[src/rtl/vga_timing_gen.sv]
// VGA raster timing generator: free-running pixel/line counters with registered
// sync, data-enable, active-pixel coordinates and line/frame start strobes.
module vga_timing_gen #(
  parameter int HPULSE  = 96,
  parameter int HBP     = 48,
  parameter int HACTIVE = 640,
  parameter int HFP     = 16,
  parameter int VPULSE  = 2,
  parameter int VBP     = 33,
  parameter int VACTIVE = 480,
  parameter int VFP     = 10,
  parameter bit HS_POL  = 1'b0,
  parameter bit VS_POL  = 1'b0,
  localparam int XW = (HACTIVE > 1) ? $clog2(HACTIVE) : 1,
  localparam int YW = (VACTIVE > 1) ? $clog2(VACTIVE) : 1
) (
  input  logic          pixel_clk,
  input  logic          rst,
  input  logic          ce,
  output logic          vga_hs,
  output logic          vga_vs,
  output logic          data_en,
  output logic [XW-1:0] pix_x,
  output logic [YW-1:0] pix_y,
  output logic          line_start,
  output logic          frame_start
);

  localparam int H_TOTAL = HPULSE + HBP + HACTIVE + HFP;
  localparam int V_TOTAL = VPULSE + VBP + VACTIVE + VFP;
  localparam int HW      = $clog2(H_TOTAL);
  localparam int VW      = $clog2(V_TOTAL);
  localparam int H_ACT_S = HPULSE + HBP;
  localparam int V_ACT_S = VPULSE + VBP;
  localparam logic [HW-1:0] H_LAST = HW'(H_TOTAL - 1);
  localparam logic [VW-1:0] V_LAST = VW'(V_TOTAL - 1);

  function automatic logic in_range(input int c, input int lo, input int hi);
    return (c >= lo) && (c < hi);
  endfunction

  logic [HW-1:0] hcnt_q, hcnt_d;
  logic [VW-1:0] vcnt_q, vcnt_d;
  logic          hs_q, hs_d, vs_q, vs_d, de_q, de_d;
  logic          ls_q, ls_d, fs_q, fs_d;
  logic [XW-1:0] x_q, x_d;
  logic [YW-1:0] y_q, y_d;
  logic          h_act, v_act;

  // Next counter values and decode of the current (pre-edge) counter values.
  always_comb begin
    hcnt_d = hcnt_q;
    vcnt_d = vcnt_q;
    if (hcnt_q == H_LAST) begin
      hcnt_d = '0;
      vcnt_d = (vcnt_q == V_LAST) ? '0 : vcnt_q + 1'b1;
    end else begin
      hcnt_d = hcnt_q + 1'b1;
    end

    h_act = in_range(int'(hcnt_q), H_ACT_S, H_ACT_S + HACTIVE);
    v_act = in_range(int'(vcnt_q), V_ACT_S, V_ACT_S + VACTIVE);
    hs_d  = in_range(int'(hcnt_q), 0, HPULSE) ? HS_POL : ~HS_POL;
    vs_d  = in_range(int'(vcnt_q), 0, VPULSE) ? VS_POL : ~VS_POL;
    de_d  = h_act & v_act;
    x_d   = de_d ? XW'(int'(hcnt_q) - H_ACT_S) : '0;
    y_d   = de_d ? YW'(int'(vcnt_q) - V_ACT_S) : '0;
    ls_d  = (hcnt_q == '0);
    fs_d  = (hcnt_q == '0) && (vcnt_q == '0);
  end

  // Strobes are forced low on idle enables; everything else simply holds.
  always_ff @(posedge pixel_clk or posedge rst) begin
    if (rst) begin
      hcnt_q <= '0;
      vcnt_q <= '0;
      hs_q   <= ~HS_POL;
      vs_q   <= ~VS_POL;
      de_q   <= 1'b0;
      x_q    <= '0;
      y_q    <= '0;
      ls_q   <= 1'b0;
      fs_q   <= 1'b0;
    end else if (ce) begin
      hcnt_q <= hcnt_d;
      vcnt_q <= vcnt_d;
      hs_q   <= hs_d;
      vs_q   <= vs_d;
      de_q   <= de_d;
      x_q    <= x_d;
      y_q    <= y_d;
      ls_q   <= ls_d;
      fs_q   <= fs_d;
    end else begin
      ls_q   <= 1'b0;
      fs_q   <= 1'b0;
    end
  end

  assign vga_hs      = hs_q;
  assign vga_vs      = vs_q;
  assign data_en     = de_q;
  assign pix_x       = x_q;
  assign pix_y       = y_q;
  assign line_start  = ls_q;
  assign frame_start = fs_q;

endmodule

[config.mk]
export PLATFORM = sky130hd
export DESIGN_NAME = vga_timing_gen
export DESIGN_NICKNAME = d
export VERILOG_FILES = /design/src/rtl/vga_timing_gen.sv
export SDC_FILE = /design/constraint.sdc
export NUM_CORES = 1
export LEC_CHECK = 0
export ABC_CLOCK_PERIOD_IN_PS = 1800
export CORE_MARGIN = 4
export CORE_UTILIZATION = 30
export DETAILED_ROUTE_END_ITERATION = 6
export GPL_TIMING_DRIVEN = 0
export SYNTH_ARGS = -nofsm -noshare
export SYNTH_HDL_FRONTEND = slang
export SYNTH_SLANG_ARGS = --single-unit
[constraint.sdc]
create_clock -name pixel_clk -period 1.8 [get_ports pixel_clk]
set_clock_uncertainty 0.05 [all_clocks]
set_input_delay 0.18 -clock pixel_clk [delete_from_list [all_inputs] [get_ports pixel_clk]]
set_output_delay 0.18 -clock pixel_clk [all_outputs]
set_load 0.02 [all_outputs]
# Word level (Yosys, flattened, before mapping)
# Index checks and enable logic that the tools add are counted.
dict set report op_classes {
  addsub 4
  magnitude_cmp 6
  eq_ne 2
  n_mux 8
  bitwise 1
  reduce_logical 6
}
# op count
set op_table {}
lappend op_table {{two-way mux 10 bit} 3}
lappend op_table {{adder 10 x 1 -> 10 bit (second input constant)} 2}
lappend op_table {{equality test 10 bit (second input constant)} 2}
lappend op_table {{zero test 10 bit} 2}
lappend op_table {{less-than comparator 10 bit (second input constant)} 2}
lappend op_table {{>= comparator 10 x 6 -> 1 bit (second input constant)} 1}
lappend op_table {{>= comparator 10 x 8 -> 1 bit (second input constant)} 1}
lappend op_table {{less-than comparator 10 x 2 -> 1 bit (second input constant)} 1}
lappend op_table {{less-than comparator 10 x 7 -> 1 bit (second input constant)} 1}
lappend op_table {{subtractor 10 x 8 -> 10 bit (second input constant)} 1}
lappend op_table {{two-way mux 9 bit} 1}
lappend op_table {{subtractor 9 x 6 -> 9 bit (second input constant)} 1}
lappend op_table {{two-way mux 1 bit} 4}
lappend op_table {{logical AND 1 bit} 3}
lappend op_table {{AND reduction 2 bit} 1}
lappend op_table {{bitwise AND 1 bit} 1}
dict set report word_totals {
  register_bits 44
  inputBits 3
  output_inout_bits 24
  elab_cells 36
}

# Logic depth before layout (Yosys ltp)
dict set report logic_depth {
  word_depth 4
  depth_mapped 7
}

# Least setup slack after synthesis
# Ideal clock, no wire load.
dict set report synth_timing {
  path_type {reg2reg}
  from {register hcnt_q[0]}
  to {register x_q[7] (netlist: pix_x[7])}
  arrival_time_ns 1.726
  slack_ns -0.072
  path_stages_with_launch 8
  n_path_buf 1
  synth_period_minus_slack_ns 1.872
  path_cell_list {dfrtp_1 > inv_1 > ha_1 > or3b_4 > nor3_2 > o2111ai_2 > buf_6 > o32ai_2}
}
dict set report synth_between {
  elab_chain_len 4
}
# element line
set synth_lines {}
lappend synth_lines {{start: declaration} 42} ;# logic [HW-1:0] hcnt_q, hcnt_d;
lappend synth_lines {{start signal: assignment} 85} ;# hcnt_q <= hcnt_d;
lappend synth_lines {{>= comparator 10 x 8 -> 1 bit / less-than comparator 10 bit (equally long branches)} 39} ;# return (c >= lo) && (c < hi);
lappend synth_lines {{logical AND 1 bit} 39}
lappend synth_lines {{bitwise AND 1 bit} 65} ;# de_d = h_act & v_act;
lappend synth_lines {{two-way mux 10 bit *} 66} ;# x_d = de_d ? XW'(int'(hcnt_q) - H_ACT_S) : '0;
lappend synth_lines {{end signal: assignment} 80} ;# x_q <= '0;
lappend synth_lines {{end signal: assignment} 90} ;# x_q <= x_d;
lappend synth_lines {{end: declaration} 46} ;# logic [XW-1:0] x_q, x_d;
# Every way passes the cells marked *; elsewhere a longest branch is shown, timed or not.
# A chain may end at the register's enable or synchronous reset.

# Final worst setup path
dict set report layout_timing {
  from {register hcnt_q[0]}
  to {register y_q[3] (netlist: pix_y[3])}
}
dict set report layout_between {
  elab_chain_len 4
}
# element line
set layout_lines {}
lappend layout_lines {{>= comparator 10 x 8 -> 1 bit / less-than comparator 10 bit (equally long branches)} 39}
lappend layout_lines {{logical AND 1 bit *} 39}
lappend layout_lines {{bitwise AND 1 bit *} 65}
lappend layout_lines {{two-way mux 9 bit *} 67} ;# y_d = de_d ? YW'(int'(vcnt_q) - V_ACT_S) : '0;
lappend layout_lines {{end signal: assignment} 91} ;# y_q <= y_d;
lappend layout_lines {{end: declaration} 47} ;# logic [YW-1:0] y_q, y_d;
# Marks and branches as above.

==> qor.yml <==
run_status:
  status: "finished, violations left"
  failed_checks: "negative setup slack"
clock_network:
  clk_pin_slew_ns: 0.08
  cts_made_buffers: 5
  cts_tree: "yes"
  root_buffer: "clkbuf_8"
  numClockSinks: 44
  clock_path_buffers: 2
  clkLatencyLatePin_ns: 0.30
  holdBufCountCts: 0
  cts_max_level: 2
synth:
  syn-instance-count: 236
  synth_top_cell_area_share_pct: 40.8
  ys_ff_latch: 44
  synth-main-ff-cell: "dfrtp_1"
  yosysMostFrequentCell: "dfrtp_1"
  yosys_warnings: 0
  ys_seq_area_share_pct: 42.9
  synth_edf_count: 0
  avgSynthCellArea_sq_um: 10.9
  yosysUniqueCellTypes: 44
  async_flop_share_pct: 100
  synth_top_cell_by_area: "dfrtp_1"
  synth_fp_nets: 247
  synth_area_leaders: "dfrtp_1, o32ai_2, xnor2_1"
  synthTopCellsByCount: "dfrtp_1, inv_1, o32ai_2"
  synthesis.area_sq_mm: 0.00257
place:
  routabilityCongestion: 0.851
  portBuffers: 26
  place_inst: 368
  dp.final_hpwl_mm: 3.95
global_routing:
  antenna_found_initial: 0
  grt_usage_pct: 12.4
  grt_overflow: 0
  grt_pass1_wl_mm: 10.0
  grt_pass1_vias: 1959
  grt_max_degree: 29
critical_path:
  crit_path_end_kind: "register"
  crit_type: "reg -> reg"
  cp_num_buf_inv: 2
  worstPathRequired_ns: 1.95
  cpPeakStageDelay_ns: 0.42
  critPathLaunchType: "register"
  critical-path-top-delay-family: "simple AND/OR/NAND/NOR gates"
  worstPathMaxFanout: 10
  path_cells: "inv_2, ha_1, or3b_4, nor3_4, o2111ai_4, buf_6, o32ai_2"
  cpMaxStageDelayCell: "dfrtp_2"
  r2r_slack_ns: -0.21
  critPathArrivalTime_ns: 2.16
route:
  drc: 0
  wl_mm: 5.88
  antenna_left: 0
  firstDrtPassIters: 4
  via_count: 1915
  routed_via_density: 4.91
  wl_per_cell_um: 15.1
  drt_iter0_drc: 115
finish:
  area_delta_synth_final_pct: 31.9
  n_fill_cell: 802
  final_cells: 390
  drive_gt1_share_pct: 29.8
  nets: 295
  diodes: 0
timing:
  fin_ws_ns: -0.207
  rsz0062_at_grt: "true"
  final_max_slew_viol_count: 0
  worst_slew_pin_slew_ns: 0.772
  timing.slew.headroom_pct: 48.5
  finalCritPeriodShare_pct: 112
  setup_violations: 26
  hold_viol_final: 0
  period_needed_ns: 2.01
  fmax_mhz: 498
floorplanning:
  die_h_um: 101
  rows: 33
  die_w_um: 101
  num_io_pins: 27
  dieArea_sq_mm: 0.0101
  start_util_pct: 31.0
  coreArea_sq_mm: 0.00830
pwr:
  total_power_mw: 3.20
  p_per_area_mw_per_mm2: 942
  vdd_drop_max_uv: 707
  leakagePower_nw: 1.41
run:
  cap_violations: 0
worst_hold_path:
  hold_path_class: "in -> async"
[sequential cells by signal (all words and copies together), names as in the netlist]
name and cells:
frame_start 1, vcnt_q 10, pix_x 10, pix_y 9, vga_hs 1, vga_vs 1
hcnt_q 10, line_start 1, data_en 1
[layout by cell type (no fill, tap or decap), drive strengths merged, types with 2 or more instances in the layout]
| cell type | Yosys | layout |
|---|---|---|
| nand4 | 5 | 5 |
| a31oi | 3 | 3 |
| and3 | 3 | 3 |
| o32ai | 19 | 19 |
| a21oi | 5 | 5 |
| nor2 | 12 | 12 |
| dfstp | 2 | 2 |
| inv | 32 | 32 |
| clkdlybuf4s50 | 0 | 26 |
| a21o | 3 | 3 |
| nor3b | 2 | 2 |
| ha | 8 | 8 |
| o21ai | 7 | 7 |
| nand3 | 8 | 8 |
| nor4 | 4 | 4 |
| xor2 | 6 | 6 |
| nor3 | 7 | 7 |
| xnor2 | 15 | 15 |
| buf | 10 | 23 |
| o21a | 2 | 2 |
| clkbuf | 5 | 15 |
| nand2 | 17 | 17 |
| dfrtp | 42 | 42 |
| or3 | 3 | 3 |
[power breakdown]
part	total, mW	internal, mW	switching (mW)
Clock	0.645	0.314	0.332
Combinational	1.28	0.623	0.653
Sequential	1.28	1.15	0.125
Total	3.20	2.09	1.11
[repair_timing]
item | in CTS | in global routing
resized for setup | 16 | 19
buffers inserted | 7 | 7
pin swaps | 2 | 5
endpoints found under the setup margin | 30 | 30
gates cloned | 1 | 0
[routing by layer]
layer	global-route usage (%)	up-vias	share of wire (%)
li1	-	925	-
met1	17.5	936	48
met2	18.9	47	46
met3	2.35	7	4.5
met4	4.04	0	1.3
met5	0	-	0
[final timing paths]
path / cells after the start / end / startpoint
worst max-delay path: 7 / pix_y[3]$_DFFE_PP0P_ / hcnt_q[0]$_DFFE_PP0P_
max in group asynchronous: 3 / vga_vs$_DFFE_PP1P_ / rst
worst min-delay path: 2 / hcnt_q[4]$_DFFE_PP0P_ / rst
worst max register to register: 7 / pix_y[3]$_DFFE_PP0P_ / hcnt_q[0]$_DFFE_PP0P_
worst min register to register: 2 / vga_hs$_DFFE_PP1P_ / vga_hs$_DFFE_PP1P_
min in group pixel_clk: 2 / vga_hs$_DFFE_PP1P_ / vga_hs$_DFFE_PP1P_
[stage by stage]
stage / util (%) / setup TNS [ns] / instance area [sq um] / hold slack, ns / setup WS, ns
floorplan: - / 0 / 2570 / 0.263 / 0.0151
global placement: 35.7 / -27.90 / 2970 / 0.437 / -0.463
detailed placement: 36.0 / -8.38 / 2990 / 0.457 / -0.342
CTS: 38.8 / -3.32 / 3220 / 0.164 / -0.204
global route: 40.9 / -5.69 / 3400 / 0.201 / -0.279
finish: 40.9 / -3.62 / 3400 / 0.147 / -0.207
[cell families (layout without fill, tap and decap cells)]
family / after synthesis / after routing / synth area share (%)
flops: 44 / 44 / 42.9
mux: 1 / 1 / 0.389
compound gates: 46 / 46 / 19.4
simple gates: 67 / 67 / 14.1
buf+inv: 49 / 98 / 12.2
xor+xnor: 21 / 21 / 7.14
fa+ha+maj: 8 / 8 / 3.89
[worst register-to-register path, stage by stage (launching register included)]
cell       delay (ns)
dfrtp_2          0.42
inv_2            0.06
ha_1             0.13
or3b_4           0.40
nor3_4           0.16
o2111ai_4        0.22
buf_6            0.23
o32ai_2          0.25
[area by class of cell]
cell class	instances	area, sq um	share of cell area (%)
Buffer	16	195	5.75
Sequential cell	44	1110	32.7
Inverter	32	120	3.54
Tap cell	105	131	3.87
Multi-Input combinational cell	143	1340	39.4
Clock buffer	8	90.1	2.65
Timing Repair Buffer	42	410	12.1
(Power assumes the default switching activity.)
